[src/rtl/hex_mem_arbiter.sv]
// hex_mem_arbiter: shares one byte-wide memory between fetch, load/store and SVC requesters as byte bursts
module hex_mem_arbiter #(
    parameter int ADDR_W     = 12,
    parameter int FIXED_PRIO = 0
) (
    input  logic                  clk,
    input  logic                  rst,
    input  logic [2:0]            req_valid,
    input  logic [2:0]            req_we,
    input  logic [2:0]            req_byte,
    input  logic [3*ADDR_W-1:0]   req_addr,
    input  logic [95:0]           req_wdata,
    output logic [2:0]            req_ready,
    output logic [2:0]            rsp_valid,
    output logic [31:0]           rsp_rdata,
    output logic                  mem_en,
    output logic                  mem_we,
    output logic [ADDR_W-1:0]     mem_addr,
    output logic [7:0]            mem_wdata,
    input  logic [7:0]            mem_rdata
);
    typedef enum logic [1:0] {IDLE, ISSUE, DRAIN, RESP} state_t;
    state_t              r_state, w_next;
    logic [1:0]          r_win, r_rr_last, r_beat, r_cap_idx, w_win, w_start;
    logic                r_we, r_byte, r_cap, w_grant, w_last;
    logic [ADDR_W-1:0]   r_addr;
    logic [31:0]         r_wdata, r_rdata;
    logic [2:0]          w_sum;
    assign w_grant = rst && r_state == IDLE && |req_valid;
    assign w_last  = r_byte || r_beat == 2'd3;
    // pick the first valid requester in search order; lower search offsets overwrite higher ones
    always_comb begin
        w_start = (FIXED_PRIO != 0) ? 2'd0 : (r_rr_last == 2'd2) ? 2'd0 : r_rr_last + 2'd1;
        w_win   = 2'd0;
        w_sum   = 3'd0;
        for (int k = 2; k >= 0; k--) begin
            w_sum = {1'b0, w_start} + 3'(k);
            w_sum = (w_sum >= 3'd3) ? w_sum - 3'd3 : w_sum;
            if (req_valid[w_sum[1:0]]) w_win = w_sum[1:0];
        end
    end
    // next state and all port outputs; everything idles at zero outside its own state
    always_comb begin
        w_next    = r_state;
        req_ready = 3'd0;
        rsp_valid = 3'd0;
        rsp_rdata = 32'd0;
        mem_en    = 1'b0;
        mem_we    = 1'b0;
        mem_addr  = '0;
        mem_wdata = 8'd0;
        case (r_state)
            IDLE: begin
                req_ready = w_grant ? 3'b001 << w_win : 3'd0;
                w_next    = w_grant ? ISSUE : IDLE;
            end
            ISSUE: begin
                mem_en    = 1'b1;
                mem_we    = r_we;
                mem_addr  = r_addr + ADDR_W'(r_beat);
                mem_wdata = r_wdata[{r_beat, 3'b000} +: 8];
                w_next    = !w_last ? ISSUE : r_we ? RESP : DRAIN;
            end
            DRAIN: w_next = RESP;
            RESP: begin
                rsp_valid = 3'b001 << r_win;
                rsp_rdata = r_we ? 32'd0 : r_rdata;
                w_next    = IDLE;
            end
            default: w_next = IDLE;
        endcase
    end
    // state register; reset abandons any burst in flight
    always_ff @(posedge clk or negedge rst) begin
        if (!rst) r_state <= IDLE;
        else      r_state <= w_next;
    end
    // request latch, beat counter and read-byte capture one cycle behind each read strobe
    always_ff @(posedge clk or negedge rst) begin
        if (!rst) begin
            r_win     <= 2'd0;
            r_rr_last <= 2'd2;
            r_we      <= 1'b0;
            r_byte    <= 1'b0;
            r_addr    <= '0;
            r_wdata   <= 32'd0;
            r_rdata   <= 32'd0;
            r_beat    <= 2'd0;
            r_cap     <= 1'b0;
            r_cap_idx <= 2'd0;
        end else begin
            r_cap     <= mem_en && !mem_we;
            r_cap_idx <= r_beat;
            if (r_cap) r_rdata[{r_cap_idx, 3'b000} +: 8] <= mem_rdata;
            if (w_grant) begin
                r_win     <= w_win;
                r_rr_last <= w_win;
                r_we      <= req_we[w_win];
                r_byte    <= req_byte[w_win];
                r_addr    <= req_addr[w_win*ADDR_W +: ADDR_W];
                r_wdata   <= req_wdata[{w_win, 5'b00000} +: 32];
                r_beat    <= 2'd0;
                r_rdata   <= 32'd0;
            end else if (r_state == ISSUE) begin
                r_beat <= r_beat + 2'd1;
            end
        end
    end
endmodule

[config.mk]
export PLATFORM = sky130hd
export DESIGN_NAME = hex_mem_arbiter
export DESIGN_NICKNAME = d
export VERILOG_FILES = /design/src/rtl/hex_mem_arbiter.sv
export SDC_FILE = /design/constraint.sdc
export NUM_CORES = 1
export LEC_CHECK = 0
export ABC_CLOCK_PERIOD_IN_PS = 2700
export CORE_UTILIZATION = 40
export CTS_CLUSTER_DIAMETER = 60
export DETAILED_ROUTE_END_ITERATION = 16
export PLACE_DENSITY_LB_ADDON = 0.2
export REMOVE_ABC_BUFFERS = 1
export SYNTH_ARGS = -nofsm -noshare
export SYNTH_HDL_FRONTEND = slang
export SYNTH_SLANG_ARGS = --single-unit
export TNS_END_PERCENT = 30
[constraint.sdc]
create_clock -name clk -period 2.7 [get_ports clk]
set_input_delay 0.675 -clock clk [delete_from_list [all_inputs] [get_ports clk]]
set_output_delay 0.675 -clock clk [all_outputs]
set_load 0.02 [all_outputs]
# Word-level counts from Yosys, hierarchy flattened
# Cells that the tools add are included.
totals:
  regBits: 89
  latchBits: 0
  output_inout_bits: 60
  rom_bits: 0
  elab_cells: 84
  n_memories: 0
  mem_bits_rw: 0
  inputBits: 151
classes:
  addsub: 9
  eq_ne: 5
  div: 0
  mul: 1
  mux: 35
  n_lt_le_gt_ge: 7
  shifts: 7
  bitwise: 0
  n_reduce_logical: 9
op_table:
  columns: ["op", "n"]
  rows:
  - ["32-bit two-way mux", 4]
  - ["96-bit by 8-bit variable part select with 32-bit output", 1]
  - ["36-bit by 7-bit variable part select with 12-bit output", 1]
  - ["32-bit bitwise mux", 1]
  - ["8-bit by 7-bit variable shift with 32-bit output, first input constant", 1]
  - ["32-bit by 6-bit variable part select with 8-bit output", 1]
  - ["8-bit by 7-bit variable part select with 32-bit output", 1]
  - ["2-bit two-way mux", 10]
  - ["12-bit by 2-bit adder with 12-bit output", 1]
  - ["2-bit by 3-bit less-than comparator with 1-bit output, second input constant", 4]
  - ["12-bit two-way mux", 1]
  - ["1-bit binary-select mux with 2-bit select", 5]
  - ["1-bit two-way mux", 9]
  - ["3-bit two-way mux", 3]
  - ["2-bit equality test, second input constant", 4]
  - ["8-bit two-way mux", 1]
  - ["2-bit one-hot mux with 4 select lines", 1]
  - ["5-bit negator with 7-bit output", 1]
  - ["3-bit by 2-bit >= comparator with 1-bit output, second input constant", 2]
  - ["1-bit by 2-bit << shifter with 3-bit output, first input constant", 2]
  - ["2-bit subtractor, second input constant", 3]
  - ["2-bit by 1-bit adder with 2-bit output, second input constant", 2]
  - ["2-bit by 2-bit multiplier with 4-bit output, second input constant", 1]
  - ["2-bit nonzero test", 2]
  - ["other kinds (9)", 11]

# Depth between registers and ports, before layout
# Gate-level depths: netlist of run 1.
logic_depth:
  depth_word: 13
  depth_mapped: 6
  depth_no_buf: 6

# Worst setup path before layout of run 1
# OpenSTA, ideal clock, no wires.
synth_path:
  kind: "input-to-output"
  startpoint: "input req_valid[1]"
  endpoint: "output req_ready[0]"
  slack_ns: 0.334
  arrival_ns: 1.691
  t_required_ns: 2.025
  path_stages: 5
  path_buffers: 2
  cell_sequence: "nor3b_1 a31oi_2 buf_6 buf_6 nor2b_1"
synth_between:
  elab_chain_len: 8
  word_cells_on_any_way: 14
  cone_classes: "shift: 1; mux: 11; reduce/logical: 2"
synth_lines:
  columns: ["item", "line_no", "text"]
  rows:
  - ["start: declaration", "8", "input logic [2:0] req_valid,"]
  - ["1-bit binary-select mux with 2-bit select", "39", "if (req_valid[w_sum[1:0]]) w_win = w_sum[1:0];"]
  - ["1-bit two-way mux (not written as such)", "39", null]
  - ["2-bit two-way mux (3 in series)", "39", null]
  - ["1-bit by 2-bit << shifter with 3-bit output", "54", "req_ready = w_grant ? 3'b001 << w_win : 3'd0;"]
  - ["3-bit two-way mux *", "54", null]
  - ["3-bit two-way mux *", "52", "case (r_state)"]
  - ["end: declaration", "13", "output logic [2:0] req_ready,"]
# Every way passes the cells marked *; elsewhere a longest branch is shown, timed or not. The select of a mux whose other input is x is not followed.

# Worst setup path after layout of run 1
layout_path:
  startpoint: "input req_valid[2]"
  endpoint: "output req_ready[0]"
# Same word-level chain as after synthesis.

==> flow_summary.toml, run 1 <==
[global_routing]
grt_antenna_before_repair = 0
gr-total-overflow = 0
grt_first_pass_wirelength_um = 23800
grt.total_usage_pct = 23.4
grt_pass1_vias = 4735
grt_start_max_net_pins = 63

[timing]
slew_viol_final = 0
fmax_ghz = 0.365
final_hold_viol_count = 0
whs_ns = 0.427
slew_headroom_pct = 53.5
worst_slew_pin_slew_ns = 0.698
worst_slack_ns = -0.0381
fin_skew_ns = 0.00596
period_share_pct = 101
final-setup-viol-count = 1
rsz0062_at_grt = "true"
post-route-min-period_ns = 2.74

[finish]
final_common_cell = "clkdlybuf4s50_1"
final_area_mm2 = 0.00792
seqCellArea_mm2 = 0.00220
drive_gt1_share_pct = 14.1
nets = 890
layout_common_cells = "clkdlybuf4s50_1 (153), dfrtp_1 (87), nand2_1 (59)"
n_antenna_cell = 0
finalNonFillerCells = 907
fillers = 1060
syn2layout_area_growth_pct = 51.9
multi_input_area_mm2 = 0.00283

[placed_design]
placed_area_mm2 = 0.00756
post-place-ws_ns = -0.355
port-buffer-count = 210
hpwlAfterDp_um = 10900
globalplace.congestion = 0.802
dp_cells = 891

[logic_synthesis]
synth_compound_area_share_pct = 14.4
synth_top_family_by_area = "simple AND/OR/NAND/NOR gates"
yosysSeqAreaShare_pct = 42.3
synth.mux.area_fraction_pct = 12.3
synthCells = 518
synth-adder-area-share_pct = 2.30
synthFlopType = "dfrtp_1"
synth_enable_flop_cells = 0
yosys_warnings = 0
synth_area_per_cell_um2 = 10.1
ys_ff_latch = 88
ys_async_sr_fraction_pct = 100
synthXorXnorAreaFrac_pct = 1.68
synth-simple-area-share_pct = 22.4
synth_cell_types = 39
synth_area_mm2 = 0.00522

[route]
first_pass_iters = 5
wl_per_cell_um = 16.7
ant_nets = 0
wl_um = 15100
vias = 4758
drc = 0
drtIter0Drc = 346
viasPerCell = 5.25

[worst_setup_path]
crit_required_ns = 2.03
critical_path_class = "in -> out"
critPathArrivalTime_ns = 2.06
crit_path_max_fanout = 2
endpoint_kind = "output port"
start_kind = "input port"

[clocking]
cts_num_sinks = 88
cts_tree = "built"
clock_latency_ns = 0.34
cts_buffer_depth = 2
cts_buffers = 9
path_clk_slew_ns = 0.06
clock-root-buffer = "clkbuf_16"
cts_setup_buffers = 0
cts_max_level = 3

[die]
initial_utilization_pct = 41.2
core-area_mm2 = 0.0127
ioPinCount = 211
row_count = 41
die-area_mm2 = 0.0135
die_h_um = 116
die_x_um = 116

[power]
powerDensity_mw_per_mm2 = 832
leakage_nw = 4.00
ir_drop_v = 0.000478

[run_status]
status = "complete, but fails checks"
violations = "setup timing"

[job]
cap_violations = 0

[hold_path]
min_path_type = "in -> async"
## Yosys cell counts, types with 2 or more instances
cell type	instances	share of area, %
a22oi_1	32	4.6
ha_1	8	1.9
nor3_1	5	0.48
nand3_1	50	4.8
inv_2	2	0.14
nand2_1	60	4.3
or3_1	2	0.24
mux2i_1	46	8.8
nand4_1	2	0.24
o221ai_2	2	0.58
dfrtp_1	87	42
buf_6	7	1.5
nor4b_4	3	1.4
xnor2_1	9	1.5
a21oi_1	3	0.29
and2_1	43	5.2
nand2b_1	2	0.24
nor2_1	48	3.5
nor4_1	2	0.24
nor2b_1	2	0.24
buf_2	15	1.4
mux4_2	8	3.5
clkbuf_1	10	0.72
o211ai_1	26	3.7
buf_4	4	0.58
o211ai_2	18	4.3
nor3b_1	4	0.58
o21ai_0	3	0.29
inv_1	5	0.36
## state kept, by name (all words and copies together), names as in the netlist, named ones only
name and flops:
r_rdata 32, r_wdata 32, r_addr 12, r_beat 2, r_cap_idx 2, r_win 2
r_byte 1, r_cap 1, r_rr_last 1, r_state 1, r_we 1
## worst paths after layout
| check | cells after the start | slack, ns | end | startpoint |
|---|---|---|---|---|
| worst max-delay path | 7 | -0.04 | req_ready[0] | req_valid[2] |
| worst min-delay path | 2 | 0.43 | r_wdata[23]$_DFFE_PN0N_ | rst |
| worst max register to register | 6 | 0.52 | r_rdata[10]$_DFFE_PN0P_ | flip-flop |
| worst min register to register | 2 | 0.49 | r_wdata[30]$_DFFE_PN0N_ | r_wdata[30]$_DFFE_PN0N_ |
| max in group asynchronous | 3 | 1.28 | r_addr[7]$_DFFE_PN0N_ | rst |
| min in group clk | 2 | 0.49 | r_wdata[30]$_DFFE_PN0N_ | r_wdata[30]$_DFFE_PN0N_ |
## metal layers
metal	global-route usage, %	wire [um]	vias up	part of all wire (%)
met4	8.38	284	0	1.9
met5	0	0	-	0
met2	41.5	7780	183	51
li1	-	-	2272	-
met3	6.64	1120	18	7.4
met1	27.0	5960	2285	39
## kinds of logic after synthesis
family | count (synthesis)
AND/OR/NAND/NOR | 227
multiplexers | 54
adder cells (fa/ha/maj) | 9
flip-flops | 88
buffers and inverters | 43
AO/OA/AOI/OAI | 87
XOR/XNOR | 10
## report_power, final
part           total, mW  switching, mW  leakage [nW]  internal (mW)
Sequential          2.10          0.328          1.14           1.77
Clock               1.32          0.510         0.156          0.808
Combinational       3.17           1.70          2.70           1.47
## metrics by stage
step / power (mW) / setup TNS, ns / utilization [%]
floorplan: 4.05 / -53.52 / -
global placement: 5.28 / -1.29 / 59.7
detailed placement: 5.39 / -4.65 / 59.7
CTS: 6.66 / -0.133 / 62.1
global route: 7.02 / -0.167 / 62.5
finish: 6.59 / -0.0381 / 62.5
## critical path: stages
cell and delay, ns:
clkdlybuf4s50_1 0.50, buf_4 0.15, nand2b_4 0.07, a31oi_4 0.20
buf_4 0.15, nor2b_2 0.17, buf_12 0.14
## final cells by class
class	instances	area share, %
Multi-Input combinational cell	387	35.7
Timing Repair Buffer	237	29.5
Sequential cell	88	27.8
Clock buffer	10	2.89
Tap cell	172	2.72
Clock inverter	6	1.06
Inverter	7	0.332
## timing repair
item | 4_1_cts | 5_1_grt
endpoints found under the setup margin | 54 | 39
endpoints found under the hold margin | 0 | 0
gates resized for setup | 56 | 43
hold buffers | 0 | 0
No activity file was read; power rests on OpenSTA's default activity.
==> run 2, diff against run 1 <==
CORE_MARGIN = 2   (was default)
CORE_UTILIZATION = 30   (was 40)
==> run 2 against run 1 <==
Compared with the run above: the flow now finishes without violations; hold slack worse by 0.041 ns; first-iteration DRC count shrank 52%; combinational power about the same; clock skew down 0.00089 ns; setup slack better by 0.11 ns; critical path depth down 3; largest power group unchanged.
==> flow_summary.toml, run 2 (synthesized netlist as in run 1, its figures left out) <==
[clocking]
cts_max_level = 3
cts_tree = "built"
ctsHoldBuffers = 0
cts_buffer_depth = 2
clock-root-buffer = "clkbuf_16"
clock_latency_ns = 0.34
cts_buffers = 9
path_clk_slew_ns = 0.06
cts_num_sinks = 88

[die]
die_x_um = 136
die-area_mm2 = 0.0185
die_h_um = 136
initial_utilization_pct = 30.5
ioPinCount = 211
row_count = 48
core-area_mm2 = 0.0171

[finish]
syn2layout_area_growth_pct = 53.6
n_antenna_cell = 0
layout_common_cells = "clkdlybuf4s50_1 (153), dfrtp_1 (87), nand2_1 (58)"
nets = 890
drive_gt1_share_pct = 14.4
fillers = 1626
reg_top3 = "r_rdata (32), r_wdata (32), r_addr (12)"
final_common_cell = "clkdlybuf4s50_1"
finalNonFillerCells = 960

[timing]
post-route-min-period_ns = 2.62
setup_tns_ns = 0
final_hold_viol_count = 0
fin_skew_ns = 0.00506
worst_slack_ns = 0.0754
fmax_ghz = 0.381
final-setup-viol-count = 0
worst_slew_pin_slew_ns = 0.893
slew_headroom_pct = 40.5
rsz0062_at_grt = "true"
period_share_pct = 97.2
slew_viol_final = 0

[worst_setup_path]
crit_required_ns = 2.03
critPathArrivalTime_ns = 1.95
endpoint_kind = "output port"
crit_slowest_cell = "fa_2"
crit_path_max_fanout = 2
slowest_delay_ns = 0.51
critical_path_class = "reg -> out"
crit_start = "r_beat[0]$_DFFE_PN0P_"
start_kind = "flip-flop"
crit_chain = "ha_2, fa_2, and2_1, dlygate4sd2_1"

[hold_path]
min_path_type = "in -> async"

[route]
vias = 4695
drtIter0Drc = 166
wl_um = 15800
viasPerCell = 4.89
drc = 0
first_pass_iters = 4
wl_per_cell_um = 16.5
ant_nets = 0

[global_routing]
grt.total_usage_pct = 17.7
grt_antenna_before_repair = 0
gr-total-overflow = 0
grt_first_pass_wirelength_um = 25400
grt_start_max_net_pins = 83
grt_pass1_vias = 4892

[placed_design]
port-buffer-count = 210
dp_cells = 944
post-place-ws_ns = -0.340
hpwlAfterDp_um = 11500
globalplace.congestion = 0.786

[run_status]
status = "finished, final reports clean"

[power]
leakage_nw = 4.03
ir_drop_v = 0.000380
powerDensity_mw_per_mm2 = 811
power.total_mw = 6.49

[job]
cap_violations = 0
-- run 2: cell types whose count changed in the layout (fill, tap and decap cells not counted), moves of 2 or more --
cell and change:
buf_4 -3, dlymetal6s2s_1 +4, dlygate4sd2_1 -2, clkinvlp_4 +2
-- run 2: cell type report --
type	count	area [um^2]	share of cell area, %
multi-input cells	387	2840	35.5
repair buffers	237	2360	29.5
flip-flops and latches	88	2200	27.5
well taps	225	282	3.52
clock buffers	9	225	2.81
clock inverters	7	72.6	0.906
inverters	7	26.3	0.328
-- run 2: critical path, delay by kind of cell (launching register included) --
family	cells	cell delay (ns)
adder cells (fa/ha/maj)	2	0.72
buffers and inverters	1	0.39
flip-flops	1	0.39
AND/OR/NAND/NOR	1	0.11
-- run 2: per-stage QoR --
stage	area [um^2]	util [%]	hold WS [ns]
finish	8010	46.8	0.386
global route	8010	46.8	0.413
CTS	7910	46.2	0.397
detailed placement	7630	44.6	0.478
global placement	7630	44.6	0.466
floorplan	4990	-	0.379
-- run 2: per-layer routing --
metal | part of all wire (%) | vias up | GRT usage [%]
met5 | 0 | - | 0
met2 | 50 | 167 | 31.0
li1 | - | 2278 | -
met4 | 1.6 | 0 | 5.67
met1 | 41 | 2236 | 21.1
met3 | 7.6 | 14 | 4.85
-- run 2: what timing repair did --
action                                  in CTS  in global routing
gates resized for setup                     47                 49
setup buffers                                0                  0
endpoints found under the setup margin      25                 46
pin swaps                                    0                  1
-- run 2: path summary, 6_finish.rpt --
path,end,slack [ns],depth (start not counted)
worst min-delay path,r_rdata[21]$_DFFE_PN0P_,0.39,2
worst min register to register,r_rr_last[1]$_DFFE_PN1N_,0.49,2
worst max register to register,r_wdata[11]$_DFFE_PN0N_,0.55,7
worst max-delay path,mem_addr[1],0.08,4
min in group clk,r_rr_last[1]$_DFFE_PN1N_,0.49,2
max in group asynchronous,r_wdata[6]$_DFFE_PN0N_,1.22,3
-- run 2: where the power goes --
group | total [mW] | leakage, nW | internal, mW | switching (mW)
Clock | 1.25 | 0.141 | 0.716 | 0.530
Combinational | 3.15 | 2.75 | 1.46 | 1.69
Sequential | 2.09 | 1.14 | 1.77 | 0.320
